File: config.mk
export PLATFORM = sky130hd
export DESIGN_NAME = uart_tx_arbiter_flat
export DESIGN_NICKNAME = d
export VERILOG_FILES = /design/src/rtl/uart_tx_arbiter_if.sv /design/src/rtl/uart_tx_arbiter.sv /design/src/flat_wrapper.sv
export SDC_FILE = /design/constraint.sdc
export NUM_CORES = 1
export LEC_CHECK = 0
export ABC_AREA = 1
export CORE_MARGIN = 2
export CORE_UTILIZATION = 51
export CTS_BUF_LIST = sky130_fd_sc_hd__clkbuf_8
export DETAILED_ROUTE_END_ITERATION = 7
export PLACE_DENSITY = 0.87
export SLEW_MARGIN = 20
export SYNTH_ARGS = -nofsm -noshare
export SYNTH_HDL_FRONTEND = slang
export SYNTH_SLANG_ARGS = --single-unit
File: constraint.sdc
create_clock -name i_clk -period 3.15 [get_ports i_clk]
set_input_delay 0.945 -clock i_clk [delete_from_list [all_inputs] [get_ports i_clk]]
set_output_delay 0.945 -clock i_clk [all_outputs]
set_load 0.01 [all_outputs]
File: src/rtl/uart_tx_arbiter_if.sv
// Request/grant bundle between four requesters and the UART transmit arbiter.
// The arbiter uses the slave modport; the requester side uses master.
interface uart_tx_arbiter_if;
  logic [3:0]  i_req;
  logic [27:0] i_data;
  logic [3:0]  o_ack;
  logic [1:0]  o_grant_id;
  logic        o_tx_start_n;
  logic [8:0]  o_tx_data;
  logic        o_busy;

  modport master (
    output i_req, i_data,
    input  o_ack, o_grant_id, o_tx_start_n, o_tx_data, o_busy
  );

  modport slave (
    input  i_req, i_data,
    output o_ack, o_grant_id, o_tx_start_n, o_tx_data, o_busy
  );
endinterface

File: src/rtl/uart_tx_arbiter.sv
// Round-robin arbiter granting one of four requesters a UART transmitter frame.
// Optional even parity in o_tx_data[8] is built when UART_ARB_PARITY_EN is defined.
module uart_tx_arbiter #(
  parameter int FRAME_CYCLES = 10,
  parameter int GAP_CYCLES   = 2
) (
  input  logic              i_clk,
  input  logic              i_rst,
  uart_tx_arbiter_if.slave  bus
);

  localparam int MAX_CYC = (FRAME_CYCLES > GAP_CYCLES) ? FRAME_CYCLES : GAP_CYCLES;
  localparam int CNT_W   = (MAX_CYC > 1) ? $clog2(MAX_CYC + 1) : 1;
  localparam logic [CNT_W-1:0] FRAME_LOAD = CNT_W'(FRAME_CYCLES - 1);
  localparam logic [CNT_W-1:0] GAP_LOAD   = (GAP_CYCLES > 0) ? CNT_W'(GAP_CYCLES - 1) : CNT_W'(0);

  typedef enum logic [1:0] {
    ST_IDLE = 2'd0,
    ST_LOAD = 2'd1,
    ST_SEND = 2'd2,
    ST_GAP  = 2'd3
  } state_t;

  state_t           state_r;
  logic [1:0]       rr_ptr_r;
  logic [CNT_W-1:0] cnt_r;
  logic [3:0]       ack_r;
  logic [1:0]       grant_id_r;
  logic             tx_start_n_r;
  logic [8:0]       tx_data_r;
  logic             busy_r;

  logic [2:0]       pick_s;
  logic             found_s;
  logic [1:0]       win_id_s;
  logic [6:0]       win_char_s;
  logic             par_s;

  // Returns {found, id}; scanning offsets downward lets the smallest offset from ptr win.
  function automatic logic [2:0] pick_winner(input logic [3:0] req, input logic [1:0] ptr);
    logic [2:0] res;
    logic [1:0] idx;
    res = 3'b000;
    for (int i = 3; i >= 0; i--) begin
      idx = ptr + 2'(i);
      if (req[idx]) begin
        res = {1'b1, idx};
      end else begin
        res = res;
      end
    end
    return res;
  endfunction

`ifdef UART_ARB_PARITY_EN
  function automatic logic even_parity7(input logic [6:0] d);
    return ^d;
  endfunction

  assign par_s = even_parity7(win_char_s);
`else
  assign par_s = 1'b0;
`endif

  assign pick_s     = pick_winner(bus.i_req, rr_ptr_r);
  assign found_s    = pick_s[2];
  assign win_id_s   = pick_s[1:0];
  assign win_char_s = bus.i_data[{3'b000, win_id_s} * 5'd7 +: 7];

  // Arbiter FSM with all outputs registered alongside the state.
  always_ff @(posedge i_clk or posedge i_rst) begin
    if (i_rst) begin
      state_r      <= ST_IDLE;
      rr_ptr_r     <= 2'd0;
      cnt_r        <= CNT_W'(0);
      ack_r        <= 4'b0000;
      grant_id_r   <= 2'd0;
      tx_start_n_r <= 1'b1;
      tx_data_r    <= 9'h000;
      busy_r       <= 1'b0;
    end else begin
      ack_r        <= 4'b0000;
      tx_start_n_r <= 1'b1;
      case (state_r)
        ST_IDLE: begin
          if (found_s) begin
            state_r      <= ST_LOAD;
            ack_r        <= 4'b0001 << win_id_s;
            tx_start_n_r <= 1'b0;
            grant_id_r   <= win_id_s;
            rr_ptr_r     <= win_id_s + 2'd1;
            tx_data_r    <= {par_s, 1'b0, win_char_s};
            busy_r       <= 1'b1;
          end else begin
            busy_r <= 1'b0;
          end
        end
        ST_LOAD: begin
          state_r <= ST_SEND;
          cnt_r   <= FRAME_LOAD;
          busy_r  <= 1'b1;
        end
        ST_SEND: begin
          if (cnt_r == CNT_W'(0)) begin
            if (GAP_CYCLES == 0) begin
              state_r <= ST_IDLE;
              busy_r  <= 1'b0;
            end else begin
              state_r <= ST_GAP;
              cnt_r   <= GAP_LOAD;
            end
          end else begin
            cnt_r <= cnt_r - CNT_W'(1);
          end
        end
        ST_GAP: begin
          if (cnt_r == CNT_W'(0)) begin
            state_r <= ST_IDLE;
            busy_r  <= 1'b0;
          end else begin
            cnt_r <= cnt_r - CNT_W'(1);
          end
        end
        default: begin
          state_r <= ST_IDLE;
          cnt_r   <= CNT_W'(0);
          busy_r  <= 1'b0;
        end
      endcase
    end
  end

  assign bus.o_ack        = ack_r;
  assign bus.o_grant_id   = grant_id_r;
  assign bus.o_tx_start_n = tx_start_n_r;
  assign bus.o_tx_data    = tx_data_r;
  assign bus.o_busy       = busy_r;

endmodule

File: src/flat_wrapper.sv
// flat-port wrapper written by rule: the top's interface ports become plain ports
module uart_tx_arbiter_flat 
#(
  parameter int FRAME_CYCLES = 10,
  parameter int GAP_CYCLES   = 2
)
  (i_clk, i_rst, bus_i_req, bus_i_data, bus_o_ack, bus_o_grant_id, bus_o_tx_start_n, bus_o_tx_data, bus_o_busy);
  uart_tx_arbiter_if bus_i ();
  input  logic i_clk;
  input  logic i_rst;
  input wire logic [$bits(bus_i.i_req)-1:0] bus_i_req;
  input wire logic [$bits(bus_i.i_data)-1:0] bus_i_data;
  output wire logic [$bits(bus_i.o_ack)-1:0] bus_o_ack;
  output wire logic [$bits(bus_i.o_grant_id)-1:0] bus_o_grant_id;
  output wire logic [$bits(bus_i.o_tx_start_n)-1:0] bus_o_tx_start_n;
  output wire logic [$bits(bus_i.o_tx_data)-1:0] bus_o_tx_data;
  output wire logic [$bits(bus_i.o_busy)-1:0] bus_o_busy;
  assign bus_i.i_req = bus_i_req;
  assign bus_i.i_data = bus_i_data;
  assign bus_o_ack = bus_i.o_ack;
  assign bus_o_grant_id = bus_i.o_grant_id;
  assign bus_o_tx_start_n = bus_i.o_tx_start_n;
  assign bus_o_tx_data = bus_i.o_tx_data;
  assign bus_o_busy = bus_i.o_busy;
  uart_tx_arbiter #(.FRAME_CYCLES(FRAME_CYCLES), .GAP_CYCLES(GAP_CYCLES)) u_core (.i_clk(i_clk), .i_rst(i_rst), .bus(bus_i));
endmodule
==> results of run 1 <==
==> layout make-up <==
cell class	instances	area (µm²)
inverters	29	111.4
clock buffers	3	41.29
repair buffers	49	488.0
multi-input cells	165	818.3
fillers	260	895.9
flip-flops and latches	23	576.8
clock inverters	1	5.005
well taps	33	41.29
==> synthesized netlist by cell type (2+ instances only) <==
cell type,instances,area [µm²]
sky130_fd_sc_hd__o21ai_0,5,25.02
sky130_fd_sc_hd__o211ai_1,3,22.52
sky130_fd_sc_hd__nand2_1,86,322.8
sky130_fd_sc_hd__buf_6,2,22.52
sky130_fd_sc_hd__buf_4,4,30.03
sky130_fd_sc_hd__nand3b_1,7,52.55
sky130_fd_sc_hd__nand2_2,11,68.82
sky130_fd_sc_hd__o21a_1,2,15.01
sky130_fd_sc_hd__nand2_4,2,22.52
sky130_fd_sc_hd__nand3_1,20,100.1
sky130_fd_sc_hd__dfrtp_1,22,550.5
sky130_fd_sc_hd__ha_1,5,62.56
sky130_fd_sc_hd__a21oi_1,5,25.02
sky130_fd_sc_hd__buf_2,2,10.01
sky130_fd_sc_hd__nor3_1,3,15.01
sky130_fd_sc_hd__inv_1,27,101.4
sky130_fd_sc_hd__nor2_1,8,30.03
==> worst max-delay path: stages <==
cell and delay (ps):
sky130_fd_sc_hd__clkdlybuf4s50_1 490, sky130_fd_sc_hd__inv_1 60, sky130_fd_sc_hd__nand2_2 60, sky130_fd_sc_hd__nand3_1 90, sky130_fd_sc_hd__nand2_1 80, sky130_fd_sc_hd__inv_1 50, sky130_fd_sc_hd__nand2_1 80, sky130_fd_sc_hd__nand3_2 280
sky130_fd_sc_hd__nand2_4 340, sky130_fd_sc_hd__nand2_1 100, sky130_fd_sc_hd__nand2_1 70, sky130_fd_sc_hd__nand2_1 50, sky130_fd_sc_hd__nand2_1 60, sky130_fd_sc_hd__nand2_1 60, sky130_fd_sc_hd__nand2_1 80
==> through the flow <==
stage | TNS, ps | std cells | setup WS (ps) | util (%) | power (µW)
floorplan | 0 | 225 | 1103 | - | 1607
global placement | -3.864 | 299 | -3.864 | 68.28 | 1960
detailed placement | -1042 | 299 | -155.5 | 68.28 | 1981
CTS | 0 | 303 | 117.2 | 69.83 | 2164
global route | 0 | 303 | 211.4 | 69.92 | 2387
finish | 0 | 303 | 454.8 | 69.92 | 2165
==> path summary, 6_finish.rpt <==
path,depth (start not counted),to,slack (ps),from
setup reg to reg,14,u_core.bus.o_tx_data[5]$_DFFE_PP0P_,970,u_core.rr_ptr_r[0]$_DFFE_PP0P_
min in group asynchronous,2,u_core.cnt_r[3]$_DFFE_PP0P_,1140,i_rst
max in group asynchronous,2,u_core.bus.o_tx_data[3]$_DFFE_PP0P_,1490,i_rst
hold reg to reg,2,u_core.bus.o_tx_data[1]$_DFFE_PP0P_,480,u_core.bus.o_tx_data[1]$_DFFE_PP0P_
setup / recovery,15,u_core.bus.o_tx_data[5]$_DFFE_PP0P_,450,bus_i_req[0]
hold / removal,2,u_core.bus.o_tx_data[1]$_DFFE_PP0P_,480,u_core.bus.o_tx_data[1]$_DFFE_PP0P_
==> flip-flops by register name, indices dropped and copies added, names as in the netlist <==
name and count:
u_core.bus.o_tx_start_n 1, u_core.bus.o_ack 4, u_core.cnt_r 4, u_core.rr_ptr_r 2, u_core.state_r 2, u_core.bus.o_busy 1
u_core.bus.o_tx_data 7, u_core.bus.o_grant_id 2
==> layer usage <==
layer | up-vias | wire, µm
met5 | - | 0
met4 | 0 | 35
met3 | 4 | 243
met2 | 49 | 1608
met1 | 696 | 1660
li1 | 789 | -
==> placed cells by master (no fill, tap or decap), types with 2 or more instances in the layout <==
| master | n |
|---|---|
| sky130_fd_sc_hd__o21a_1 | 2 |
| sky130_fd_sc_hd__a21oi_1 | 5 |
| sky130_fd_sc_hd__nand2_1 | 86 |
| sky130_fd_sc_hd__o211ai_1 | 3 |
| sky130_fd_sc_hd__ha_1 | 5 |
| sky130_fd_sc_hd__nor2_2 | 2 |
| sky130_fd_sc_hd__o21ai_0 | 5 |
| sky130_fd_sc_hd__clkdlybuf4s50_1 | 48 |
| sky130_fd_sc_hd__dfrtp_1 | 22 |
| sky130_fd_sc_hd__clkbuf_8 | 3 |
| sky130_fd_sc_hd__nand2_2 | 11 |
| sky130_fd_sc_hd__nand3b_1 | 7 |
| sky130_fd_sc_hd__nor3_1 | 3 |
| sky130_fd_sc_hd__nand3_1 | 20 |
| sky130_fd_sc_hd__nand2_4 | 2 |
| sky130_fd_sc_hd__conb_1 | 2 |
| sky130_fd_sc_hd__nor2_1 | 7 |
| sky130_fd_sc_hd__inv_1 | 27 |
==> what timing repair did <==
action,CTS,global route
hold buffers,0,0
endpoints found under the setup margin,0,8
resized for setup,0,1
endpoints found under the hold margin,0,0
==> logic make-up (layout without fill, tap and decap cells) <==
| kind of cell | Yosys count | after routing | share of synthesized area, % |
|---|---|---|---|
| buffers and inverters | 37 | 82 | 11.13 |
| AOI/OAI and AO/OA | 18 | 18 | 6.965 |
| adders and majority gates | 5 | 5 | 4.003 |
| xor gates and xnor gates | 1 | 1 | 0.5606 |
| other | 1 | 2 | 0.2400 |
| DFF | 23 | 23 | 36.91 |
| and+or+nand+nor | 139 | 139 | 40.19 |
==> power by group <==
part	switching, µW	total (µW)	leakage (µW)	internal (µW)
sequential	83.8	519	0.000282	435
combinational	887	1470	0.000789	581
clock	89.7	178	0.0000255	88.2
==> summary.md, run 1 <==
The flow ran to the end, and the final reports show no timing, DRC or antenna violations. Clock tree synthesis selected as its root buffer the cell sky130_fd_sc_hd__clkbuf_8. The congestion estimate from routability-driven global placement came to 0.8223. The standby leakage power is 0.001096 µW. For the count of inserted antenna diode cells, the log shows 0. After detailed placement, the total cell area comes to 0.002033 mm². Entering global routing, the biggest net connects 24 pins.

The number of global-route vias before repair was 1,352. Number of max-capacitance violations reported: 0. Detailed-route wire length per cell: 11.71 µm.

Among all flip-flop cells after synthesis, the most frequent one is sky130_fd_sc_hd__dfrtp_1. The tools report the total number of clock tree sinks as 23. The kind of launch point of the worst setup path is an input pin. The tools report the kind of end point of the critical path as a register. The count of flip-flops with a built-in enable after synthesis was 0; the synthesized area per cell was 6.977 µm². The tightest min-delay check is of the reg2reg type. Across every metal layer, demand over resource in global routing totals 21.42%.

Across the routed clock network, the largest skew measured is 2.769 ps. The first global-routing pass estimated 5.754 mm of wire. The count of nets left with antenna violations once routing finished came out at 0. The synthesized netlist occupies a cell area of 0.001563 mm². The final-report setup violation count was 0; the total die area was 0.003523 mm². Hold timing on the final database bottoms out at a slack of 481.2 ps. Dividing the detail-routed via count by the number of cells gives 5.076.

The initial core utilization is 52.48%, and the count of cell types in the netlist is 27. The floorplan has 20 rows. The tools report the number of remaining DRC errors as 0. Setup repair after global routing left no endpoint under its margin. The final wirelength came out at 3.547 mm.

No sink is reached through more buffers than the 2 on the longest clock path. The floorplan die height works out to 59.36 µm. STA puts the critical path data required time at 3350 ps. The final critical path time including I/O delays and setup is 2695 ps. TritonCTS built the clock tree. The tools report the yosys synthesis warning count as 0. The logs give 1 for the total number of H-tree levels and 29.27% for the met1 usage. For this design the ratio of total power to cell area is 1040 mW/mm². The first routing iteration left 91 violations.

The proportion of synthesized chip area in sequential cells was 36.91%. The first TritonRoute pass finished after 4 iterations. The later pin in the worst-skew pair is clocked with a latency of 260 ps. The fraction of met3 tracks used by global routing is 4.585%. The final hold violation count is 0. Global routing used 34.07% of the available met2 tracks. The post-CTS repair timing setup buffer count was 0.

The core region is 0.002978 mm². The count of buffers added on input and output ports is 48. 51 I/O pins were placed. The critical path arrival came out at 2900 ps. Detailed placement ended at an HPWL of 2.657 mm.

In this run the worst path has a maximum fanout of 18. After synthesis, the share of flip-flops with an asynchronous set or reset is 100.0%. Growth of design area from synthesis to finish: 33.23%. After the last flow step, the layout net total stands at 310. Buffers inserted during clock tree synthesis total 3. The layer flagged by global routing as most heavily used is met2. The flip-flop and latch count after synthesis was 23; the total number of vias was 1,538.

The post-layout instance area was 0.002082 mm²; the slew at the pin with the worst max-slew slack was 835.0 ps. Across the VDD grid, the largest voltage drop is 0.6788 mV. Count of pins over their slew limit: 0. For this run, the top clock speed supported by timing is 0.3710 GHz. The initial antenna violation count is 0, and the share of post-route cells with drive strength above 1 is 8.519%. The period utilization is 85.56%. After clock tree synthesis, the clock-pin slew on the worst setup and hold paths is 80 ps.

Measured against its own limit, the worst slew margin works out to 44.27%. Synthesis produced 224 cells. Chip width: 59.36 µm. After global routing the overflow that remains totals 0. The worst setup path is of the in2reg kind.
No activity file was read; power rests on OpenSTA's default activity.
==> inputs of run 2 (changes only) <==
--- a/config.mk
+++ b/config.mk
@@ -5,12 +5,13 @@
 export SDC_FILE = /design/constraint.sdc
 export NUM_CORES = 1
 export LEC_CHECK = 0
-export ABC_AREA = 1
+export ABC_AREA = 0
 export CORE_MARGIN = 2
-export CORE_UTILIZATION = 51
+export CORE_UTILIZATION = 48
 export CTS_BUF_LIST = sky130_fd_sc_hd__clkbuf_8
 export DETAILED_ROUTE_END_ITERATION = 7
 export PLACE_DENSITY = 0.87
+export SETUP_SLACK_MARGIN = 0.05
 export SLEW_MARGIN = 20
 export SYNTH_ARGS = -nofsm -noshare
 export SYNTH_HDL_FRONTEND = slang
==> run 2 against run 1 <==
- non-clock buffer count rose by 2
- first-iteration DRC count fell by 59%
- worst hold slack improved by 10 ps
- wire length fell by 10%
- total power fell by 26%
- synthesized area fell by 15%
- combinational power fell by 38%
- clock-buffer cell count did not move
- critical endpoint unchanged
==> summary.md, run 2 <==
The chip width is 56.59 µm (was 59.36 µm). The core outline area was 0.002686 mm² (was 0.002978 mm²); the total power per unit cell area was 857.1 mW/mm² (was 1040 mW/mm²). The growth of design area from synthesis to finish came out at 41.00% (was 33.23%).

The fraction of synthesis flops using an asynchronous set or reset pin works out to 100.0% (unchanged). The ratio of routed vias to standard cells works out to 5.723 (was 5.076). The flip-flop count of the largest register after layout was 7 (unchanged).

The run gives 0 (unchanged) as the final-report setup violation count. The headroom to the max-slew limit is 43.02% (was 44.27%). Number of nets with antenna violations after detailed routing: 0 (unchanged). The logs give 23 (unchanged) for the total number of clock tree sinks and 32.1% (was 24.0%) for the share of total power in sequential cells. The slew at the pin with the worst max-slew slack was 853.8 ps (was 835.0 ps); the yosys synthesis warning count was 0 (unchanged). The cell accounting for the most synthesized area was sky130_fd_sc_hd__dfrtp_1 (unchanged). The setup clock skew after layout is 5.769 ps (was 2.769 ps).

The cell with the most instances after synthesis was sky130_fd_sc_hd__dfrtp_1 (was sky130_fd_sc_hd__nand2_1). The share of total power in the clock network was 11.4% (was 8.2%); the final wirelength was 3.177 mm (was 3.547 mm). The kind of end point of the critical path was a register (unchanged). The I/O pin count was 51 (unchanged); the sum of overflow across all layers after global routing was 0 (unchanged).

The post-CTS clock slew at the launch and capture registers of the worst setup and hold paths was 80 ps (about the same). The class of the worst hold path was reg2reg (unchanged). The number of global-route vias before repair was 1,227 (was 1,352). The number of gates resized after CTS was 0 (unchanged); the number of max-capacitance violations reported was 0 (unchanged). The post-synthesis xor/xnor area fraction was 0.6598% (was 0.5604%). For the clock insertion delay at the later pin of the skew report, the log shows 270 ps (was 260 ps). The standby leakage power is 0.0008340 µW (was 0.001096 µW), and the initial antenna violation count is 0 (unchanged). The main combinational cell family by area after synthesis was compound AO/OA/AOI/OAI gates (was simple AND/OR/NAND/NOR gates). The number of buffer cells added on primary ports came out at 48 (unchanged). The run gives 0 (unchanged) as the count of pins over their slew limit. The initial DRC count is 37 (was 91).

Total number of H-tree levels: 1 (unchanged). The most frequently used flop master after synthesis was sky130_fd_sc_hd__dfrtp_1 (unchanged). The tools report the initial core utilization as 49.42% (was 52.48%). The number of nets in the layout was 229 (was 310); the multiplexer share of the synthesized area was 6.975% (was 0%). The adder and majority gate portion of the synthesized area was 4.713% (was 4.003%). Final critical path time including I/O delays and setup: 2753 ps (was 2695 ps). Leading cell types in the layout, fill and taps excluded: sky130_fd_sc_hd__clkdlybuf4s50_1, sky130_fd_sc_hd__dfrtp_1, sky130_fd_sc_hd__nand2_1 (was sky130_fd_sc_hd__nand2_1, sky130_fd_sc_hd__clkdlybuf4s50_1, sky130_fd_sc_hd__inv_1). The period utilization was 87.41% (was 85.56%); the total die area was 0.003202 mm² (was 0.003523 mm²). The count of cell types in the netlist came out at 33 (was 27). The detailed-router iteration count before antenna repair came out at 4 (unchanged). For the worst supply voltage drop on vdd, the log shows 0.6978 mV (was 0.6788 mV).

The area share of the largest cell type after synthesis was 41.47% (was 35.23%). The number of fill cells came out at 208 (was 260). The logs give 1604 µW (was 2165 µW) for the total power draw and 966.5 µW (was 1104 µW) for the internal power component. The flow ran to the end, and the final reports show no timing, DRC or antenna violations. TritonCTS built the clock tree. The switching component of the power came out at 637.8 µW (was 1061 µW).

The standard-cell row count was 19 (was 20). The kind of launch point of the worst setup path is an input pin (unchanged). Number of remaining DRC errors: 0 (unchanged).

The logs give 2.505 mm (was 2.657 mm) for the placed wire-length estimate after detailed placement and 21.56% (was 21.42%) for the total routing resource utilization after global routing. The flip-flop and latch count after synthesis is 23 (unchanged). Largest cells by area after synthesis: sky130_fd_sc_hd__dfrtp_1, sky130_fd_sc_hd__mux2i_1, sky130_fd_sc_hd__ha_1, sky130_fd_sc_hd__o311ai_1, sky130_fd_sc_hd__a21boi_1 (was sky130_fd_sc_hd__dfrtp_1, sky130_fd_sc_hd__nand2_1, sky130_fd_sc_hd__inv_1, sky130_fd_sc_hd__nand3_1, sky130_fd_sc_hd__nand2_2). The switching part of the total power is 39.75% (was 48.99%), and the critical path arrival is 2920 ps (was 2900 ps). The run gives 2 (unchanged) as the number of buffers on the longest clock path.

Setup repair after global routing left no endpoint under its margin. Proportion of synthesized chip area in sequential cells: 43.45% (was 36.91%). Most common cell after layout, fill and taps aside: sky130_fd_sc_hd__clkdlybuf4s50_1 (was sky130_fd_sc_hd__nand2_1). The synthesized area per cell was 9.482 µm² (was 6.977 µm²); the number of CTS-inserted buffers was 3 (unchanged). The count of flip-flops with a built-in enable after synthesis was 0 (unchanged). Detailed-route wire length per cell: 14.44 µm (was 11.71 µm). The tools report the clock root buffer as sky130_fd_sc_hd__clkbuf_8 (unchanged). The largest net degree at the start of global routing was 25 (was 24). The classification of the worst setup path is in2reg (unchanged). The total number of vias is 1,259 (was 1,538).

Fraction of the mapped netlist area in simple logic gates: 18.85% (was 40.19%). The final hold violation count is 0 (unchanged), and the largest driver fanout on the critical path is 10 (was 18). The final-layout setup total negative slack was 0 ps (unchanged); the floorplan die height was 56.59 µm (was 59.36 µm).

Top cell types by occurrence after synthesis: sky130_fd_sc_hd__dfrtp_1, sky130_fd_sc_hd__nand2_1, sky130_fd_sc_hd__inv_1, sky130_fd_sc_hd__o21ai_1 (was sky130_fd_sc_hd__nand2_1, sky130_fd_sc_hd__inv_1, sky130_fd_sc_hd__dfrtp_1). The cell count after synthesis was 140 (was 224); the last weighted congestion value of the routability-driven placer was 0.8430 (was 0.8223). The combinational share of power was 56.5% (was 67.8%); the data required time at the worst endpoint was 3310 ps (was 3350 ps). The run gives 0.001328 mm² (was 0.001563 mm²) as the area of the mapped netlist. The count of inserted antenna diode cells was 0 (unchanged); the count of hold buffers inserted by post-cts repair was 0 (unchanged). The post-CTS repair timing setup buffer count is 0 (unchanged), and the share of post-route cells with drive strength above 1 is 6.349% (was 8.519%). The timing-limited maximum frequency is 0.3632 GHz (was 0.3710 GHz), and the post-synthesis compound-gate area fraction is 19.32% (was 6.966%). The tools report the first-pass GRT wire length as 5.402 mm (was 5.754 mm).
run 2: layout make-up:
| cell class | count | area [µm²] | share of cell area (%) |
|---|---|---|---|
| Clock buffer | 3 | 41.29 | 2.206 |
| Clock inverter | 1 | 3.754 | 0.2005 |
| Inverter | 8 | 30.03 | 1.604 |
| Tap cell | 31 | 38.79 | 2.072 |
| Timing Repair Buffer | 51 | 503.0 | 26.87 |
| Multi-Input combinational cell | 103 | 678.2 | 36.23 |
| Sequential cell | 23 | 576.8 | 30.82 |
run 2: routing by layer:
layer  global-route usage [%]  share of wire (%)  vias up
met3                    5.300                7.4        8
met5                        0                  0        -
met4                    8.163                1.7        0
met1                    25.85                 40      587
met2                    37.04                 51       63
li1                         -                  -      601
run 2: cell families after synthesis:
| family | after synthesis |
|---|---|
| mux | 9 |
| simple gates | 47 |
| fa+ha+maj | 5 |
| xor+xnor | 1 |
| buf+inv | 15 |
| flops | 23 |
| other cells | 1 |
| compound gates | 39 |
run 2: final timing paths:
| path | endpoint | slack (ps) | depth (start not counted) | start |
|---|---|---|---|---|
| max | u_core.bus.o_tx_data[5]$_DFFE_PP0P_ | 400 | 6 | bus_i_req[1] |
| min | u_core.bus.o_grant_id[0]$_DFFE_PP0P_ | 490 | 1 | u_core.bus.o_grant_id[0]$_DFFE_PP0P_ |
| max reg2reg | u_core.bus.o_tx_data[4]$_DFFE_PP0P_ | 1080 | 6 | u_core.state_r[0]$_DFFE_PP0P_ |
| min reg2reg | u_core.bus.o_grant_id[0]$_DFFE_PP0P_ | 490 | 1 | u_core.bus.o_grant_id[0]$_DFFE_PP0P_ |
| max in group asynchronous | u_core.state_r[1]$_DFFE_PP0P_ | 1470 | 2 | i_rst |
| min in group asynchronous | u_core.bus.o_ack[1]$_DFF_PP0_ | 1150 | 2 | i_rst |
run 2: worst max-delay path, cell delays in order:
cell and delay, ps:
sky130_fd_sc_hd__clkdlybuf4s50_1 520, sky130_fd_sc_hd__nor2_1 80, sky130_fd_sc_hd__or4b_4 530, sky130_fd_sc_hd__and2_1 360
sky130_fd_sc_hd__mux2i_1 200, sky130_fd_sc_hd__o311ai_1 280
run 2: metrics by stage:
step	std cells	hold slack [ps]	area, µm²	utilization (%)	setup slack [ps]
after floorplan	141	494.7	1331	-	825.0
after global placement	216	465.7	1827	68.00	255.8
after detailed placement	216	470.7	1827	68.00	119.0
after CTS	220	494.9	1872	69.68	397.6
after global routing	220	523.6	1872	69.68	275.6
final	220	491.2	1872	69.68	396.6
run 2: power groups by stage:
stage                     clock network, µW  registers [µW]  logic, µW
after detailed placement                  0             521        908
after floorplan                           0             541        554
final                                   182             515        907
after global placement                    0             512        857
after global routing                    195             530       1010
after CTS                               179             515        910
==> inputs of run 3 (changes only) <==
--- a/config.mk
+++ b/config.mk
@@ -7,10 +7,11 @@
 export LEC_CHECK = 0
 export ABC_AREA = 0
 export CORE_MARGIN = 2
-export CORE_UTILIZATION = 48
-export CTS_BUF_LIST = sky130_fd_sc_hd__clkbuf_8
+export CORE_UTILIZATION = 65
+export CTS_BUF_LIST = sky130_fd_sc_hd__clkbuf_4 sky130_fd_sc_hd__clkbuf_8
 export DETAILED_ROUTE_END_ITERATION = 7
-export PLACE_DENSITY = 0.87
+export DONT_BUFFER_PORTS = 1
+export PLACE_DENSITY = 0.81
 export SETUP_SLACK_MARGIN = 0.05
 export SLEW_MARGIN = 20
 export SYNTH_ARGS = -nofsm -noshare
==> run 3 against run 2 <==
- die area fell by 24%
- total power down 15%
- worst setup slack better by 400 ps
- via count decreased by 19%
- combinational power fell by 28%
- cell count decreased by 25%
- critical path depth stayed put
- sequential share of layout area rose by 12 points
- final area decreased by 28%
- utilization about the same
==> summary.md, run 3 (synthesis results as in run 2) <==
Worst-case reg-to-reg path depth: 6 (unchanged). The tools report the internal power component as 753.3 µW (was 966.5 µW). The run gives 2 (unchanged) as the number of buffers on the longest clock path. The final wirelength was 2.775 mm (was 3.177 mm); the register-to-register setup slack was 800 ps (was 1080 ps).

Source of the worst register-to-register timing path: u_core.state_r[0]$_DFFE_PP0P_ (unchanged). The tools report the number of remaining DRC errors as 0 (unchanged). The initial DRC count was 28 (was 37). The logic depth of the worst setup path including buffers came out at 6 (unchanged). The tools report the source of the critical timing path as u_core.state_r[0]$_DFFE_PP0P_ (was bus_i_req[1]).

The number of nets with antenna violations after detailed routing is 0 (unchanged), and the last weighted congestion value of the routability-driven placer is 0.7489 (was 0.8430). The non-filler instance count after layout is 166 (was 220), and the critical path arrival is 2570 ps (was 2920 ps). The count of placed standard cells including taps is 162 (was 216), and the detailed-route wire length per cell is 16.72 µm (was 14.44 µm). The tools report the share of total power in the clock network as 10.3% (was 11.4%). The logs give 0.001942 mm² (was 0.002686 mm²) for the core outline area and 1 (unchanged) for the total number of H-tree levels. The flip-flop count of the largest register after layout was 7 (unchanged); the share of post-route cells with drive strength above 1 was 7.914% (was 6.349%).

Leading cell types in the layout, fill and taps excluded: sky130_fd_sc_hd__dfrtp_1, sky130_fd_sc_hd__nand2_1, sky130_fd_sc_hd__o21ai_1, sky130_fd_sc_hd__inv_1 (was sky130_fd_sc_hd__clkdlybuf4s50_1, sky130_fd_sc_hd__dfrtp_1, sky130_fd_sc_hd__nand2_1). The combined buffer and inverter count along the critical path came out at 1 (unchanged). The total number of clock tree sinks was 23 (unchanged). Number of gates resized after CTS: 0 (unchanged). The switching part of the total power works out to 44.50% (was 39.75%).

The slew at the pin with the worst max-slew slack was 844.0 ps (was 853.8 ps); the timing-limited maximum frequency was 0.4252 GHz (was 0.3632 GHz). The floorplan die height was 49.19 µm (was 56.59 µm). The kind of end point of the critical path is a register (unchanged).

The switching component of the power was 604.1 µW (was 637.8 µW). The headroom to the max-slew limit was 43.67% (was 43.02%); the count of pins over their slew limit was 0 (unchanged). The share of total power in sequential cells was 41.4% (was 32.1%).

The classification of the worst setup path is reg2reg (was in2reg). The data required time at the worst endpoint was 3370 ps (was 3310 ps); the largest net degree at the start of global routing was 24 (was 25). The tools report the post-CTS repair timing setup buffer count as 0 (unchanged). The most common cell after layout, fill and taps aside is sky130_fd_sc_hd__dfrtp_1 (was sky130_fd_sc_hd__clkdlybuf4s50_1). The total power draw was 1357 µW (was 1604 µW); the detailed-router iteration count before antenna repair was 4 (unchanged). Number of CTS-inserted buffers: 3 (unchanged). The worst reg2reg path endpoint is u_core.bus.o_tx_data[0]$_DFFE_PP0P_ (was u_core.bus.o_tx_data[4]$_DFFE_PP0P_). The standby leakage power was 0.0006310 µW (was 0.0008340 µW). The last element of the critical path is u_core.bus.o_tx_data[0]$_DFFE_PP0P_ (was u_core.bus.o_tx_data[5]$_DFFE_PP0P_).

The final critical path time including I/O delays and setup was 2352 ps (was 2753 ps); the final-layout setup total negative slack was 0 ps (unchanged). The ratio of routed vias to standard cells is 6.157 (was 5.723). The final-report setup violation count came out at 0 (unchanged).

The growth of design area from synthesis to finish was 1.979% (was 41.00%). The area of all sequential standard cells is 576.8 µm² (unchanged). The initial antenna violation count is 0 (unchanged), and the worst supply voltage drop on vdd is 0.5892 mV (was 0.6978 mV).

Ordered list of cells on the worst path: inv_1 -> ha_1 -> nand2_1 -> nor3_1 -> o21ai_1 -> o311ai_1 (was clkdlybuf4s50_1 -> nor2_1 -> or4b_4 -> and2_1 -> mux2i_1 -> o311ai_1). Clock root buffer: sky130_fd_sc_hd__clkbuf_4 (was sky130_fd_sc_hd__clkbuf_8). Period utilization: 74.65% (was 87.41%).

The combinational share of power is 48.4% (was 56.5%). The first-pass GRT wire length is 4.671 mm (was 5.402 mm). The tools report the kind of launch point of the worst setup path as a register (was an input pin).

The chip width works out to 49.19 µm (was 56.59 µm). I/O pin count: 51 (unchanged). The peak per-stage delay on the critical path is 760 ps (was 530 ps). TritonCTS built the clock tree. Area of the multi-input gates: 678.2 µm² (unchanged).

The largest driver fanout on the critical path is 12 (was 10). The tools report the final hold violation count as 0 (unchanged). The total power per unit cell area is 1003 mW/mm² (was 857.1 mW/mm²), and the setup clock skew after layout is 1.805 ps (was 5.769 ps). For the total routing resource utilization after global routing, the log shows 25.17% (was 21.56%). The top cell family by delay on the critical path was simple AND/OR/NAND/NOR gates (unchanged).

Placed wire-length estimate after detailed placement: 2.083 mm (was 2.505 mm). The clock insertion delay at the later pin of the skew report came out at 310 ps (was 270 ps). The logs give 0 (unchanged) for the count of inserted antenna diode cells and 156 (was 208) for the number of fill cells.

The number of nets in the layout was 179 (was 229); the count of hold buffers inserted by post-cts repair was 0 (unchanged). The number of buffer cells added on primary ports was 0 (was 48); the total number of vias was 1,022 (was 1,259). The run finished with clean final reports. The run gives 0.002420 mm² (was 0.003202 mm²) as the total die area. Class of the worst hold path: reg2reg (unchanged). Cell with the largest stage delay on the worst path: sky130_fd_sc_hd__nor3_1 (was sky130_fd_sc_hd__or4b_4).

Setup repair after global routing left no endpoint under its margin. The run gives 1,026 (was 1,227) as the number of global-route vias before repair. The number of max-capacitance violations reported was 0 (unchanged); the initial core utilization was 68.36% (was 49.42%).

The sum of overflow across all layers after global routing came out at 0 (unchanged). The post-CTS clock slew at the launch and capture registers of the worst setup and hold paths is 130 ps (was 80 ps). Standard-cell row count: 16 (was 19).
-- run 3: changes by cell type in the layout (fill, tap and decap cells not counted) --
cell                              previous run  this run
sky130_fd_sc_hd__buf_4                       3         1
sky130_fd_sc_hd__clkbuf_4                    0         3
sky130_fd_sc_hd__clkbuf_8                    3         0
sky130_fd_sc_hd__clkdlybuf4s50_1            48         0
sky130_fd_sc_hd__clkinv_2                    0         1
sky130_fd_sc_hd__inv_1                       9         8
-- run 3: final cells by class --
cell class,instances,share of cell area [%]
clock buffer,3,1.664
tap,27,2.495
inverter,8,2.218
multi-input combinational,103,50.09
timing repair buffer,1,0.5545
sequential,23,42.61
clock inverter,1,0.3697
-- run 3: stage by stage --
step	cell area [µm²]	setup slack [ps]	util, %	hold WS (ps)
final	1354	798.4	69.72	566.2
after global routing	1354	560.8	69.72	580.9
after CTS	1354	825.3	69.72	571.3
after detailed placement	1326	500.8	68.30	539.9
after global placement	1326	597.4	68.30	522.5
after floorplan	1331	825.0	-	494.7
-- run 3: worst min path at each step --
stage               cells past startpoint                                  from                              endpoint  slack (ps)
detailed placement                      1  u_core.bus.o_grant_id[1]$_DFFE_PP0P_  u_core.bus.o_grant_id[1]$_DFFE_PP0P_         540
CTS                                     1  u_core.bus.o_grant_id[1]$_DFFE_PP0P_  u_core.bus.o_grant_id[1]$_DFFE_PP0P_         570
finish                                  2   u_core.bus.o_tx_data[4]$_DFFE_PP0P_   u_core.bus.o_tx_data[4]$_DFFE_PP0P_         570
floorplan                               2           u_core.cnt_r[3]$_DFFE_PP0P_           u_core.cnt_r[3]$_DFFE_PP0P_         490
global placement                        2           u_core.cnt_r[3]$_DFFE_PP0P_           u_core.cnt_r[3]$_DFFE_PP0P_         520
global route                            1  u_core.bus.o_grant_id[1]$_DFFE_PP0P_  u_core.bus.o_grant_id[1]$_DFFE_PP0P_         580
-- run 3: layer usage --
layer | track usage, % | vias to the layer above | routed length (µm)
met5 | 0 | - | 0
met4 | 10.00 | 0 | 57
met3 | 6.442 | 8 | 153
met2 | 39.86 | 41 | 1305
met1 | 32.99 | 476 | 1258
li1 | - | 497 | -
-- run 3: power by group through the flow --
stage	logic (µW)	clock network (µW)	registers, µW
after floorplan	554	0	541
after detailed placement	649	0	567
after CTS	649	140	562
after global placement	607	0	562
final	656	139	562
after global routing	750	152	577
-- run 3: worst register-to-register path: cells and delay by family, from the launching register on --
kind | cells | cell delay [ps]
simple gates | 2 | 1090
fa+ha+maj | 1 | 300
flops | 1 | 420
buf+inv | 1 | 120
compound gates | 2 | 320
